## src/rtl/seq_rca_if.sv

```systemverilog
// seq_rca_if: operand/result/handshake bundle for the seq_rca adder.
// The master drives the operation request; the slave (the adder) returns
// the registered result and the busy/done handshake.
interface seq_rca_if #(
  parameter int WIDTH = 8
) ();
  logic             start;
  logic             SUB;
  logic [WIDTH-1:0] A;
  logic [WIDTH-1:0] B;
  logic             Ci;
  logic [WIDTH-1:0] S;
  logic             Co;
  logic             V;
  logic             busy;
  logic             done;

  modport master (
    output start, SUB, A, B, Ci,
    input  S, Co, V, busy, done
  );

  modport slave (
    input  start, SUB, A, B, Ci,
    output S, Co, V, busy, done
  );
endinterface

```

## src/rtl/seq_rca.sv

```systemverilog
// seq_rca: multi-cycle ripple-carry adder/subtractor.
// A single CHUNK-bit adder slice walks across the WIDTH-bit operands, one
// chunk per clock, carrying between chunks through a register. Operands are
// shifted right each cycle so the active chunk always sits in the low bits,
// and the partial sum is filled in from the top. S/Co/V are only written at
// completion, so they never expose partial values.
// Optional feature: define SEQ_RCA_OVF_EN to build the signed-overflow flag V;
// otherwise V is tied low and the overflow logic is not built.
module seq_rca #(
  parameter int WIDTH = 8,
  parameter int CHUNK = 1
) (
  input  logic     clk,
  input  logic     rst_n,
  seq_rca_if.slave bus
);

  localparam int N  = WIDTH / CHUNK;
  localparam int CW = (N > 1) ? $clog2(N) : 1;

  // Reject operand widths that are not a whole number of chunks.
  generate
    if ((WIDTH % CHUNK) != 0) begin : g_bad_cfg
      $error("seq_rca: WIDTH must be a multiple of CHUNK");
    end
  endgenerate

  typedef enum logic [1:0] {
    ST_IDLE = 2'd0,
    ST_RUN  = 2'd1,
    ST_DONE = 2'd2
  } state_e;

  state_e           state_q;
  state_e           state_d;
  logic [CW-1:0]    cnt_q;
  logic [WIDTH-1:0] opa_q;
  logic [WIDTH-1:0] opb_q;
  logic             carry_q;
  logic [WIDTH-1:0] psum_q;
  logic [WIDTH-1:0] s_q;
  logic             co_q;

  logic [CHUNK:0]   chunk_sum_s;
  logic [WIDTH-1:0] psum_d;
  logic             last_s;
  logic             accept_s;
  logic             busy_s;
  logic             done_s;

  // New operations are taken only when no operation is running.
  assign accept_s = bus.start && (state_q != ST_RUN);
  assign last_s   = (cnt_q == CW'(N - 1));

  // State register: sequences IDLE -> RUN -> DONE.
  always_ff @(posedge clk) begin
    if (!rst_n) begin
      state_q <= ST_IDLE;
    end else begin
      state_q <= state_d;
    end
  end

  // Next-state logic: RUN lasts N cycles; DONE may chain straight into RUN.
  always_comb begin
    state_d = state_q;
    case (state_q)
      ST_IDLE: begin
        if (bus.start) begin
          state_d = ST_RUN;
        end else begin
          state_d = ST_IDLE;
        end
      end
      ST_RUN: begin
        if (last_s) begin
          state_d = ST_DONE;
        end else begin
          state_d = ST_RUN;
        end
      end
      ST_DONE: begin
        if (bus.start) begin
          state_d = ST_RUN;
        end else begin
          state_d = ST_IDLE;
        end
      end
      default: begin
        state_d = ST_IDLE;
      end
    endcase
  end

  // Output decode: busy and done follow the registered state directly.
  always_comb begin
    busy_s = 1'b0;
    done_s = 1'b0;
    case (state_q)
      ST_IDLE: begin
        busy_s = 1'b0;
        done_s = 1'b0;
      end
      ST_RUN: begin
        busy_s = 1'b1;
        done_s = 1'b0;
      end
      ST_DONE: begin
        busy_s = 1'b0;
        done_s = 1'b1;
      end
      default: begin
        busy_s = 1'b0;
        done_s = 1'b0;
      end
    endcase
  end

  // Chunk adder slice and the partial sum with the new chunk inserted at the top.
  always_comb begin
    chunk_sum_s = {1'b0, opa_q[CHUNK-1:0]}
                + {1'b0, opb_q[CHUNK-1:0]}
                + {{CHUNK{1'b0}}, carry_q};
    psum_d      = (psum_q >> CHUNK)
                | (WIDTH'(chunk_sum_s[CHUNK-1:0]) << (WIDTH - CHUNK));
  end

  // Datapath: latch operands on accept, step one chunk per RUN cycle, publish at the end.
  always_ff @(posedge clk) begin
    if (!rst_n) begin
      cnt_q   <= '0;
      opa_q   <= '0;
      opb_q   <= '0;
      carry_q <= 1'b0;
      psum_q  <= '0;
      s_q     <= '0;
      co_q    <= 1'b0;
    end else if (accept_s) begin
      // Subtraction is A + ~B + ~borrow_in, so the adder never changes.
      cnt_q   <= '0;
      opa_q   <= bus.A;
      opb_q   <= bus.B ^ {WIDTH{bus.SUB}};
      carry_q <= bus.Ci ^ bus.SUB;
      psum_q  <= '0;
    end else if (state_q == ST_RUN) begin
      opa_q   <= opa_q >> CHUNK;
      opb_q   <= opb_q >> CHUNK;
      carry_q <= chunk_sum_s[CHUNK];
      psum_q  <= psum_d;
      if (last_s) begin
        cnt_q <= '0;
        s_q   <= psum_d;
        co_q  <= chunk_sum_s[CHUNK];
      end else begin
        cnt_q <= cnt_q + CW'(1);
      end
    end else begin
      cnt_q <= cnt_q;
    end
  end

`ifdef SEQ_RCA_OVF_EN
  logic v_q;
  logic v_s;

  // On the last chunk the low bits of the shifted operands hold the MSBs.
  always_comb begin
    v_s = (opa_q[CHUNK-1] == opb_q[CHUNK-1]) &&
          (chunk_sum_s[CHUNK-1] != opa_q[CHUNK-1]);
  end

  // Overflow flag registered alongside S at completion.
  always_ff @(posedge clk) begin
    if (!rst_n) begin
      v_q <= 1'b0;
    end else if ((state_q == ST_RUN) && last_s && !accept_s) begin
      v_q <= v_s;
    end else begin
      v_q <= v_q;
    end
  end

  assign bus.V = v_q;
`else
  assign bus.V = 1'b0;
`endif

  assign bus.S    = s_q;
  assign bus.Co   = co_q;
  assign bus.busy = busy_s;
  assign bus.done = done_s;

endmodule

```

## src/flat_wrapper.sv

```systemverilog
// flat-port wrapper written by rule: the top's interface ports become plain ports
module seq_rca_flat 
#(
  parameter int WIDTH = 8,
  parameter int CHUNK = 1
)
  (clk, rst_n, bus_start, bus_SUB, bus_A, bus_B, bus_Ci, bus_S, bus_Co, bus_V, bus_busy, bus_done);
  seq_rca_if #(.WIDTH(WIDTH)) bus_i ();
  input  logic clk;
  input  logic rst_n;
  input wire logic [$bits(bus_i.start)-1:0] bus_start;
  input wire logic [$bits(bus_i.SUB)-1:0] bus_SUB;
  input wire logic [$bits(bus_i.A)-1:0] bus_A;
  input wire logic [$bits(bus_i.B)-1:0] bus_B;
  input wire logic [$bits(bus_i.Ci)-1:0] bus_Ci;
  output wire logic [$bits(bus_i.S)-1:0] bus_S;
  output wire logic [$bits(bus_i.Co)-1:0] bus_Co;
  output wire logic [$bits(bus_i.V)-1:0] bus_V;
  output wire logic [$bits(bus_i.busy)-1:0] bus_busy;
  output wire logic [$bits(bus_i.done)-1:0] bus_done;
  assign bus_i.start = bus_start;
  assign bus_i.SUB = bus_SUB;
  assign bus_i.A = bus_A;
  assign bus_i.B = bus_B;
  assign bus_i.Ci = bus_Ci;
  assign bus_S = bus_i.S;
  assign bus_Co = bus_i.Co;
  assign bus_V = bus_i.V;
  assign bus_busy = bus_i.busy;
  assign bus_done = bus_i.done;
  seq_rca #(.WIDTH(WIDTH), .CHUNK(CHUNK)) u_core (.clk(clk), .rst_n(rst_n), .bus(bus_i));
endmodule
```

## config.mk

```make
export PLATFORM = sky130hd
export DESIGN_NAME = seq_rca_flat
export DESIGN_NICKNAME = d
export VERILOG_FILES = /design/src/rtl/seq_rca_if.sv /design/src/rtl/seq_rca.sv /design/src/flat_wrapper.sv
export SDC_FILE = /design/constraint.sdc
export NUM_CORES = 1
export LEC_CHECK = 0
export CAP_MARGIN = 20
export CORE_UTILIZATION = 24
export CTS_CLUSTER_DIAMETER = 150
export CTS_CLUSTER_SIZE = 30
export DETAILED_ROUTE_END_ITERATION = 8
export GPL_ROUTABILITY_DRIVEN = 0
export PLACE_DENSITY = 0.49
export SETUP_SLACK_MARGIN = 0.4
export SYNTH_ARGS = -nofsm -noshare
export SYNTH_HDL_FRONTEND = slang
export SYNTH_SLANG_ARGS = --single-unit
```

## constraint.sdc

```tcl
create_clock -name clk -period 3.77 [get_ports clk]
set_clock_uncertainty 0.15 [all_clocks]
set_input_delay 0.377 -clock clk [delete_from_list [all_inputs] [get_ports clk]]
set_output_delay 0.377 -clock clk [all_outputs]
set_load 0.05 [all_outputs]
```

# Yosys cells after proc, flatten, opt, wreduce, memory -nomap -nowiden
# Index checks and enable logic that the tools add are counted.
op_classes:
  reduce_logical: 6
  n_eq_ne: 4
  mux: 12
  bitwise: 5
  addsub: 3
op_table:
  columns: ["operator", "count"]
  rows:
  - ["8-bit 2-to-1 mux", 4]
  - ["7-bit by 8-bit OR with 8-bit output", 1]
  - ["8-bit bitwise XOR", 1]
  - ["1-bit 2-to-1 mux", 5]
  - ["2-bit one-hot mux with 2 select lines", 1]
  - ["2-bit OR reduction", 2]
  - ["3-bit by 1-bit adder with 3-bit output (second input constant)", 1]
  - ["3-bit equality test (second input constant)", 1]
  - ["3-bit 2-to-1 mux", 1]
  - ["3-bit AND reduction", 1]
  - ["1-bit by 1-bit adder with 2-bit output", 1]
  - ["2-bit by 1-bit adder with 2-bit output", 1]
  - ["2-bit by 1-bit equality test with 1-bit output (second input constant)", 1]
  - ["2-bit equality test (second input constant)", 1]
  - ["2-bit logical NOT", 1]
  - ["2-bit 2-to-1 mux", 1]
  - ["2-bit by 1-bit != test with 1-bit output (second input constant)", 1]
  - ["1-bit NOT", 2]
  - ["2-bit nonzero test", 1]
  - ["1-bit logical AND", 1]
  - ["1-bit bitwise XOR", 1]
word_totals:
  elab_cells: 38
  register_bits: 39
  in_bits: 21
  out_inout_bits: 12

# Logic depth before layout (Yosys ltp)
# Gate-level depths: netlist of run 1.
depth:
  word_depth: 4
  depth_mapped: 7
  mapped_depth_nobuf: 5

# Worst setup path after synthesis of run 1
# OpenSTA, ideal clock, no wires.
synth_timing:
  path_kind: "register -> output"
  from: "reg u_core.state_q[1]"
  to: "out bus_done"
  slack_ns: 2.220
  t_required_ns: 3.243
  path_stages_with_launch: 2
  t_arrival_ns: 1.023
  path_buffers: 0
  path_cell_list: "dfxtp_1 nor2b_1"
synth_between:
  elab_chain_cells: 2
synth_rtl:
  columns: ["element", "line", "rtl"]
  rows:
  - ["from (decl)", "seq_rca.sv:34", "state_e state_q;"]
  - ["from (signal assigned)", "seq_rca.sv:60", "state_q <= state_d;"]
  - ["2-bit equality test", "seq_rca.sv:99", "case (state_q)"]
  - ["1-bit 2-to-1 mux", "seq_rca.sv:99", null]
  - ["to (decl)", "flat_wrapper.sv:20", "output wire logic [$bits(bus_i.done)-1:0] bus_done;"]
# Every way passes these cells.

# Worst setup path in the final report of run 1
layout_timing:
  from: "reg u_core.state_q[1]"
  to: "out bus_busy"
layout_between:
  elab_chain_cells: 2
layout_rtl:
  columns: ["element", "line", "rtl"]
  rows:
  - ["2-bit by 1-bit equality test with 1-bit output", "seq_rca.sv:99", null]
  - ["1-bit 2-to-1 mux", "seq_rca.sv:99", null]
  - ["to (decl)", "flat_wrapper.sv:19", "output wire logic [$bits(bus_i.busy)-1:0] bus_busy;"]
# Every way passes these cells.

==> results of run 1 <==
==> worst max-delay path, cell delays in order, from the launching register on <==
cell and delay, ns:
dfxtp_1 0.32, nand2b_1 0.18, inv_4 0.27, clkdlybuf4s50_1 0.87
==> Yosys cell counts, types with 2 or more instances <==
cell        n
a21boi_0    8
a21oi_1     9
buf_1       3
buf_2       6
buf_4       3
buf_8       2
dfxtp_1    38
ha_1        2
mux2i_1     8
nand2_1    43
nand3_1    17
nor2_1      2
o2111ai_1   8
o211a_1     7
or2_2       8
xor2_1      8
==> state kept, by name, indices dropped and copies added (netlist names) <==
signal          cells
u_core.psum_q       7
u_core.cnt_q        3
u_core.opb_q        8
u_core.bus.S        8
u_core.opa_q        8
u_core.carry_q      1
u_core.bus.Co       1
u_core.state_q      2
==> routing by layer <==
metal / vias to the layer above / global-route usage (%) / part of all wire [%]
li1: 699 / - / -
met1: 588 / 12.9 / 49
met2: 41 / 16.1 / 45
met3: 2 / 3.41 / 5.2
met4: 0 / 2.73 / 0.56
met5: - / 0 / 0
==> worst max path at each step <==
stage	from	to	slack (ns)	depth (start not counted)
final	u_core.state_q[1]$_SDFF_PN0_	bus_busy	1.32	3
after global routing	u_core.state_q[0]$_SDFF_PN0_	bus_busy	1.21	3
after CTS	u_core.state_q[1]$_SDFF_PN0_	bus_busy	1.30	3
after detailed placement	bus_start	u_core.psum_q[3]$_SDFFE_PP0N_	1.38	4
after global placement	bus_start	u_core.psum_q[1]$_SDFFE_PP0N_	1.42	4
after floorplan	u_core.state_q[1]$_SDFF_PN0_	bus_done	2.22	1
==> power groups by stage <==
| stage | clock network [W] | registers [W] | logic [W] |
|---|---|---|---|
| floorplan | 0 | 0.000438 | 0.0000886 |
| global placement | 0 | 0.000441 | 0.000116 |
| detailed placement | 0 | 0.000441 | 0.000116 |
| CTS | 0.000297 | 0.000431 | 0.000117 |
| global route | 0.000319 | 0.000433 | 0.000127 |
| finish | 0.000281 | 0.000431 | 0.000115 |
==> kinds of logic after synthesis <==
group	Yosys count
fa+ha+maj	3
simple gates	77
compound gates	37
mux	8
flops	38
other cells	1
xor+xnor	9
buf+inv	18
==> area by class of cell <==
| class | instances | area (sq um) | share of cell area, % |
|---|---|---|---|
| clock inverter | 1 | 5.00 | 0.232 |
| tap | 96 | 120 | 5.57 |
| clock buffer | 7 | 86.3 | 4.00 |
| sequential | 38 | 761 | 35.3 |
| inverter | 2 | 10.0 | 0.464 |
| timing repair buffer | 33 | 325 | 15.1 |
| multi-input combinational | 135 | 848 | 39.3 |
==> per-stage QoR <==
| step | area, sq um | setup WS [ns] | std cells |
|---|---|---|---|
| after floorplan | 1730 | 2.22 | 191 |
| after global placement | 2060 | 1.42 | 304 |
| after detailed placement | 2060 | 1.38 | 304 |
| after CTS | 2160 | 1.30 | 312 |
| after global routing | 2160 | 1.21 | 312 |
| final | 2160 | 1.32 | 312 |
==> impl_metrics.toml, run 1 <==
[placement]
hpwl_microns = 2310
io_buffers = 31

[yosys]
syn_nets = 215
postSynthCellCount = 191
synthArstFlopShare_pct = 0
synth_xor_area_share_pct = 4.56
synthAdderAreaFrac_pct = 2.61
yosys.area_share.simple_pct = 20.2
synth.area.top_cells = "dfxtp_1 44%, nand2_1 9.3%, nand3_1 4.9%, mux2i_1 4.6%, o2111ai_1 4.1%"
yosysTopAreaCellShare_pct = 44.0
ys.flop_type = "dfxtp_1"
synth_top_family_by_area = "simple AND/OR/NAND/NOR gates"
avgSynthCellArea_sq_um = 9.05
synth_compound_area_share_pct = 16.9
synth_area_leader_cell = "dfxtp_1"
synth_edf_count = 0
netlist_area_sq_um = 1730
synth_mux_area_share_pct = 4.63
yosys.cell_types.count = 35
seq_area_frac_synth_pct = 44.0
ys_ff_latch = 38
ys_warn_count = 0

[critical_path]
worstPathMaxFanout = 29
ff2ff_setup_slack_ns = 1.94
rr_endpoint = "u_core.bus.S[1]$_SDFFE_PN0P_"
arrival_ns = 1.92
worstSetupStartpointType = "flop"
crit_type = "reg -> out"
reg2reg_depth = 5
critPathRequiredTime_ns = 3.24
worstReg2RegStart = "u_core.cnt_q[0]$_SDFFE_PP0N_"
cp-end-kind = "output port"

[timing]
rsz0062_at_grt = "false"
post-route-period-util_pct = 64.9
whs_ns = 0.299
fin_crit_ns = 2.45
setup_viol = 0
worst_pin_slew_ns = 1.07
hold_viol = 0
max_freq_mhz = 409
relSlewSlack_pct = 28.7
setup_tns_ns = 0
slew_viol_final = 0

[flow_run]
cap_viol_max_count = 0

[drt]
wl_per_cell_microns = 10.9
final_antenna_net_count = 0
vias_per_cell = 4.26
drc = 0
drt-total-wl_microns = 3420
drt_first_iter_violations = 67
first_pass_iters = 4
vias = 1330

[die]
fp-row-count = 30
pin_count = 33
initial_core_util_pct = 25.2
fp.dieH_microns = 86.9
coreArea_sq_um = 6870
dieArea_sq_um = 7540
die_x_microns = 86.9

[clock_network]
cts_setup_buffers = 0
cts_resized = 0
ctsHtreeMaxLevel = 2
cts_tree = "built"
ctsRootBufferMaster = "clkbuf_8"
clk_path_buf_depth = 2
ctsHoldBuffers = 0
insertion_delay_ns = 0.28
clock_sinks = 38
cts_buffers = 5
cts.clk_slew.worst_paths_ns = 0.07

[finish]
fillers = 738
drive_gt1_share_pct = 10.2
fin_nets = 239
final_common_cell = "nand2_1"
layout_common_cells = "43 x nand2_1, 38 x dfxtp_1, 31 x clkdlybuf4s50_1"
final_core_util_pct = 31.4
area_growth_pct = 24.8
n_antenna_cell = 0

[worst_hold_path]
worst_hold_path.endpoint = "u_core.opb_q[2]$_SDFFE_PN0P_"
hold_depth = 2
hp-start = "u_core.opb_q[3]$_SDFFE_PN0P_"
holdCritPathClass = "reg -> reg"

[power_and_ir_drop]
power_frac_seq_pct = 52.1
power_switching_w = 0.000205
power_switching_share_pct = 24.8
finalPower_w = 0.000827
p_leak_nw = 0.870
combPwrFrac_pct = 13.9
ir_drop_v = 0.000151
powerDensity_nw_per_um2 = 384
p_int_w = 0.000622
pwr-share-clk_pct = 34.0

[grt]
grt_pass1_vias = 1255
antenna_found_initial = 0
grt_max_degree = 36
grt_pass1_wl_microns = 5870
grt_usage_pct = 10.1
overflow = 0

[status]
status = "complete, no violations"
(Power assumes the default switching activity.)
==> run 2, diff against run 1 <==
==> constraint.sdc (replaced) <==
create_clock -name clk -period 2.3 [get_ports clk]
set_clock_uncertainty 0.15 [all_clocks]
set_input_delay 0.23 -clock clk [delete_from_list [all_inputs] [get_ports clk]]
set_output_delay 0.23 -clock clk [all_outputs]
set_load 0.05 [all_outputs]
==> run 2 against run 1 <==
  * Wire length up 1.1%
  * Largest power group unchanged
  * Clock power up 53%
  * Die area unchanged
  * Register-to-register slack worse by 1.2 ns
  * Final cell count up 0.32%
  * First-iteration DRC count down 18%
  * Sequential power up 64%
  * Critical endpoint is now bus_S[6]
  * Non-clock buffer count up 2
  * Total power up 61%
  * Cell area up 0.41%
  * Flip-flop and latch count unchanged
==> impl_metrics.toml, run 2 (synthesis gave the netlist of run 1 again) <==
[timing]
fin_ws_ns = 0.488
setup_viol = 0
relSlewSlack_pct = 66.3
fin_crit_ns = 1.81
rsz0062_at_grt = "false"
setup_tns_ns = 0
post-route-period-util_pct = 78.8
slew_viol_final = 0
max_freq_mhz = 552
hold_viol = 0
worst_pin_slew_ns = 0.503

[placement]
dp_slack_ns = 0.347
hpwl_microns = 2280
numPlacedInstances = 306
io_buffers = 31

[critical_path]
worst_path_max_delay_cell = "clkdlybuf4s50_1"
crit_buf_inv = 1
critPathRequiredTime_ns = 1.92
worstSetupStartpointType = "flop"
critPathMaxStageDelay_ns = 0.81
cp_top_family = "buffers and inverters"
crit_chain = "clkdlybuf4s50_1"
crit_type = "reg -> out"
worstPathMaxFanout = 2
arrival_ns = 1.43
cp-end-kind = "output port"

[finish]
layout_common_cells = "43 x nand2_1, 38 x dfxtp_1, 29 x clkdlybuf4s50_1"
area_growth_pct = 25.3
fin_nets = 241
n_antenna_cell = 0
drive_gt1_share_pct = 10.6
final_cells = 313
fillers = 756
final_common_cell = "nand2_1"

[die]
pin_count = 33
fp.dieH_microns = 86.9
coreArea_sq_um = 6870
fp-row-count = 30
initial_core_util_pct = 25.2
die_x_microns = 86.9
dieArea_sq_um = 7540

[drt]
vias = 1342
first_pass_iters = 4
final_antenna_net_count = 0
drt-total-wl_microns = 3450
drt_first_iter_violations = 55
vias_per_cell = 4.29
drc = 0
wl_per_cell_microns = 11.0

[clock_network]
insertion_delay_ns = 0.28
cts_resized = 1
ctsHtreeMaxLevel = 2
ctsHoldBuffers = 0
clk_path_buf_depth = 2
cts_setup_buffers = 0
cts_buffers = 5
clock_sinks = 38
cts.clk_slew.worst_paths_ns = 0.07
cts_tree = "built"
ctsRootBufferMaster = "clkbuf_8"

[worst_hold_path]
holdCritPathClass = "reg -> reg"

[grt]
grt_pass1_wl_microns = 6100
grt_usage_pct = 10.6
antenna_found_initial = 0
overflow = 0
grt_pass1_vias = 1317
grt_max_degree = 37

[power_and_ir_drop]
ir_drop_v = 0.000228
p_leak_nw = 0.880
powerDensity_nw_per_um2 = 614

[status]
status = "complete, no violations"

[flow_run]
cap_viol_max_count = 0
==> run 2: metal layers <==
metal,global-route usage (%),wire (microns),up-vias
met5,0,0,-
met4,5.45,70,0
met3,2.94,161,8
met2,16.8,1570,32
met1,13.1,1650,601
li1,-,-,701
==> run 2: power by group <==
part           switching [W]  internal [W]  leakage [nW]
Combinational       0.000101     0.0000922         0.531
Clock               0.000221      0.000209        0.0383
Sequential         0.0000174      0.000689         0.310
Total               0.000339      0.000990         0.880
==> run 2: final timing paths <==
| kind | slack (ns) | from | cells past startpoint | to |
|---|---|---|---|---|
| worst max-delay path | 0.49 | u_core.bus.S[6]$_SDFFE_PN0P_ | 1 | bus_S[6] |
| worst min register to register | 0.30 | u_core.opb_q[2]$_SDFFE_PN0P_ | 2 | u_core.opb_q[1]$_SDFFE_PN0P_ |
| worst max register to register | 0.74 | u_core.cnt_q[0]$_SDFFE_PP0N_ | 5 | u_core.cnt_q[0]$_SDFFE_PP0N_ |
| worst min-delay path | 0.30 | u_core.opb_q[2]$_SDFFE_PN0P_ | 2 | u_core.opb_q[1]$_SDFFE_PN0P_ |
==> run 2: final cells by class <==
cell class | count | area [sq um] | share of cell area [%]
Timing Repair Buffer | 35 | 349 | 16.1
Sequential cell | 38 | 761 | 35.1
Multi-Input combinational cell | 135 | 848 | 39.2
Clock buffer | 7 | 76.3 | 3.53
Tap cell | 96 | 120 | 5.55
Inverter | 2 | 10.0 | 0.462
==> run 2: worst reg2reg max path, stage by stage, from the launching register on <==
cell and delay [ns]:
dfxtp_1 0.32, ha_1 0.19, ha_1 0.19, buf_4 0.18
or3_1 0.35, a21oi_1 0.12
==> run 2: per-stage QoR <==
| step | area [sq um] | utilization (%) | power (W) | hold WS, ns |
|---|---|---|---|---|
| 4_1_cts | 2160 | 31.5 | 0.00136 | 0.301 |
| 2_1_floorplan | 1730 | - | 0.000863 | 0.227 |
| 6_report | 2160 | 31.5 | 0.00133 | 0.300 |
| 5_1_grt | 2160 | 31.5 | 0.00141 | 0.325 |
| 3_3_place_gp | 2090 | 30.4 | 0.000917 | 0.292 |
| 3_5_place_dp | 2090 | 30.4 | 0.000919 | 0.290 |
==> run 3, diff against run 2 <==
--- a/config.mk
+++ b/config.mk
@@ -11,7 +11,7 @@
 export CTS_CLUSTER_SIZE = 30
 export DETAILED_ROUTE_END_ITERATION = 8
 export GPL_ROUTABILITY_DRIVEN = 0
-export PLACE_DENSITY = 0.49
+export PLACE_DENSITY = 0.51
 export SETUP_SLACK_MARGIN = 0.4
 export SYNTH_ARGS = -nofsm -noshare
 export SYNTH_HDL_FRONTEND = slang
==> constraint.sdc (replaced) <==
create_clock -name clk -period 1.51 [get_ports clk]
set_clock_uncertainty 0.15 [all_clocks]
set_input_delay 0.151 -clock clk [delete_from_list [all_inputs] [get_ports clk]]
set_output_delay 0.151 -clock clk [all_outputs]
set_load 0.05 [all_outputs]
==> run 3 against run 2 <==
  * Combinational power grew to 2.5 times the previous value
  * Final cell count is 8.9% higher
  * Flip-flop and latch count stayed put
  * Cell area is 30% higher
  * Wire length is 18% higher
  * Sequential share of layout area is 7.4 points lower
  * Total power is 68% higher
  * Critical path depth is 3 higher
  * Non-clock buffer count is 28 higher
  * Sequential power is 54% higher
  * Clock power is 54% higher
==> impl_metrics.toml, run 3 (synthesis gave the netlist of run 1 again) <==
[status]
status = "complete, no violations"

[placement]
hpwl_microns = 2450
io_buffers = 31

[grt]
grt_max_degree = 37
grt_pass1_wl_microns = 6640
overflow = 0
antenna_found_initial = 0
grt_pass1_vias = 1406
grt_usage_pct = 11.5

[critical_path]
worstReg2RegStart = "u_core.state_q[1]$_SDFF_PN0_"
cp_top_family = "simple AND/OR/NAND/NOR gates"
critPathMaxStageDelay_ns = 0.37
ff2ff_setup_slack_ns = 0.17
cp-end-kind = "flop"
crit_type = "reg -> reg"
worstSetupStartpointType = "flop"
worst_path_max_delay_cell = "or3_1"
worstPathMaxFanout = 5
arrival_ns = 1.42
critPathRequiredTime_ns = 1.58
rr_endpoint = "u_core.cnt_q[0]$_SDFFE_PP0N_"
crit_chain = "nand2b_4, buf_6, or3_1, a21oi_2"
cp.depth = 4
reg2reg_depth = 4
crit_buf_inv = 1

[worst_hold_path]
holdCritPathClass = "reg -> reg"
hold_depth = 2
worst_hold_path.endpoint = "u_core.opb_q[0]$_SDFFE_PN0P_"
hp-start = "u_core.opb_q[1]$_SDFFE_PN0P_"

[drt]
final_antenna_net_count = 0
vias = 1520
drt-total-wl_microns = 4070
vias_per_cell = 4.46
first_pass_iters = 4
drt_first_iter_violations = 43
wl_per_cell_microns = 11.9
drc = 0

[die]
dieArea_sq_um = 7540
coreArea_sq_um = 6870
pin_count = 33
fp.dieH_microns = 86.9
die_x_microns = 86.9
initial_core_util_pct = 25.2
fp-row-count = 30

[power_and_ir_drop]
finalPower_w = 0.00224
p_leak_nw = 1.17
pwr-share-clk_pct = 29.5
powerDensity_nw_per_um2 = 794
combPwrFrac_pct = 21.9
power_frac_seq_pct = 48.6
power_switching_w = 0.000595
ir_drop_v = 0.000487
p_int_w = 0.00164
power_switching_share_pct = 26.6

[timing]
whs_ns = 0.310
slew_viol_final = 0
setup_viol = 0
post-route-period-util_pct = 89.0
fin_crit_ns = 1.34
hold_viol = 0
setup_tns_ns = 0
rsz0062_at_grt = "true"
max_freq_mhz = 744

[clock_network]
cts_buffers = 5
cts_tree = "built"
ctsHtreeMaxLevel = 2
clock_sinks = 38
ctsRootBufferMaster = "clkbuf_8"
clk_path_buf_depth = 2
insertion_delay_ns = 0.29
cts.clk_slew.worst_paths_ns = 0.07

[finish]
final_common_cell = "nand2_1"
drive_gt1_share_pct = 40.4
fillers = 685
layout_common_cells = "42 x nand2_1, 23 x dfxtp_1, 19 x clkdlybuf4s50_1"
multi_input_area_sq_um = 981
seq_area_sq_um = 782
n_antenna_cell = 0
area_growth_pct = 62.9
fin_nets = 269

[flow_run]
cap_viol_max_count = 0
[run 3: power by group through the flow]
stage / sequential (W) / clock [W] / combinational [W]
2_1_floorplan: 0.00110 / 0 / 0.000243
6_report: 0.00109 / 0.000660 / 0.000489
5_1_grt: 0.00109 / 0.000741 / 0.000530
3_3_place_gp: 0.00111 / 0 / 0.000336
3_5_place_dp: 0.00111 / 0 / 0.000340
4_1_cts: 0.00109 / 0.000688 / 0.000450
[run 3: worst max path at each step]
stage / endpoint / slack, ns / start
2_1_floorplan: u_core.cnt_q[0]$_SDFFE_PP0N_ / 0.25 / u_core.cnt_q[0]$_SDFFE_PP0N_
3_3_place_gp: u_core.opa_q[4]$_SDFFE_PN0P_ / -0.17 / bus_start
3_5_place_dp: u_core.opa_q[0]$_SDFFE_PN0P_ / -0.21 / bus_start
4_1_cts: bus_busy / 0.18 / u_core.state_q[1]$_SDFF_PN0_
5_1_grt: u_core.bus.Co$_SDFFE_PN0P_ / 0.10 / u_core.cnt_q[1]$_SDFFE_PP0N_
6_report: u_core.cnt_q[0]$_SDFFE_PP0N_ / 0.17 / u_core.state_q[1]$_SDFF_PN0_
[run 3: final cells by class]
class,instances,area share [%]
timing repair buffer,63,29.8
sequential,38,27.8
inverter,2,0.533
clock inverter,2,0.356
clock buffer,5,2.44
multi-input combinational,135,34.8
tap,96,4.27
[run 3: through the flow]
step                setup slack (ns)  std cells  area (sq um)  utilization, %
detailed placement            -0.207        314          2370            34.5
global placement              -0.168        314          2370            34.5
CTS                            0.184        335          2700            39.3
global route                   0.103        341          2820            41.0
floorplan                      0.248        191          1840               -
finish                         0.167        341          2820            41.0
[run 3: timing repair]
item | CTS | global route
hold buffers | 0 | 0
pin swaps | 9 | 7
gates resized for setup | 29 | 11
setup endpoints to repair | 49 | 46
setup buffers | 12 | 5
gates cloned | 2 | 1
[run 3: worst reg2reg max path, stage by stage (launching register included)]
cell	delay [ns]
dfxtp_2	0.33
nand2b_4	0.19
buf_6	0.14
or3_1	0.37
a21oi_2	0.12
[run 3: layer usage]
metal,GRT usage [%],wire [microns],up-vias
met5,0,0,-
li1,-,-,763
met1,14.1,1880,725
met2,18.8,1990,25
met4,4.55,60,0
met3,3.32,151,7
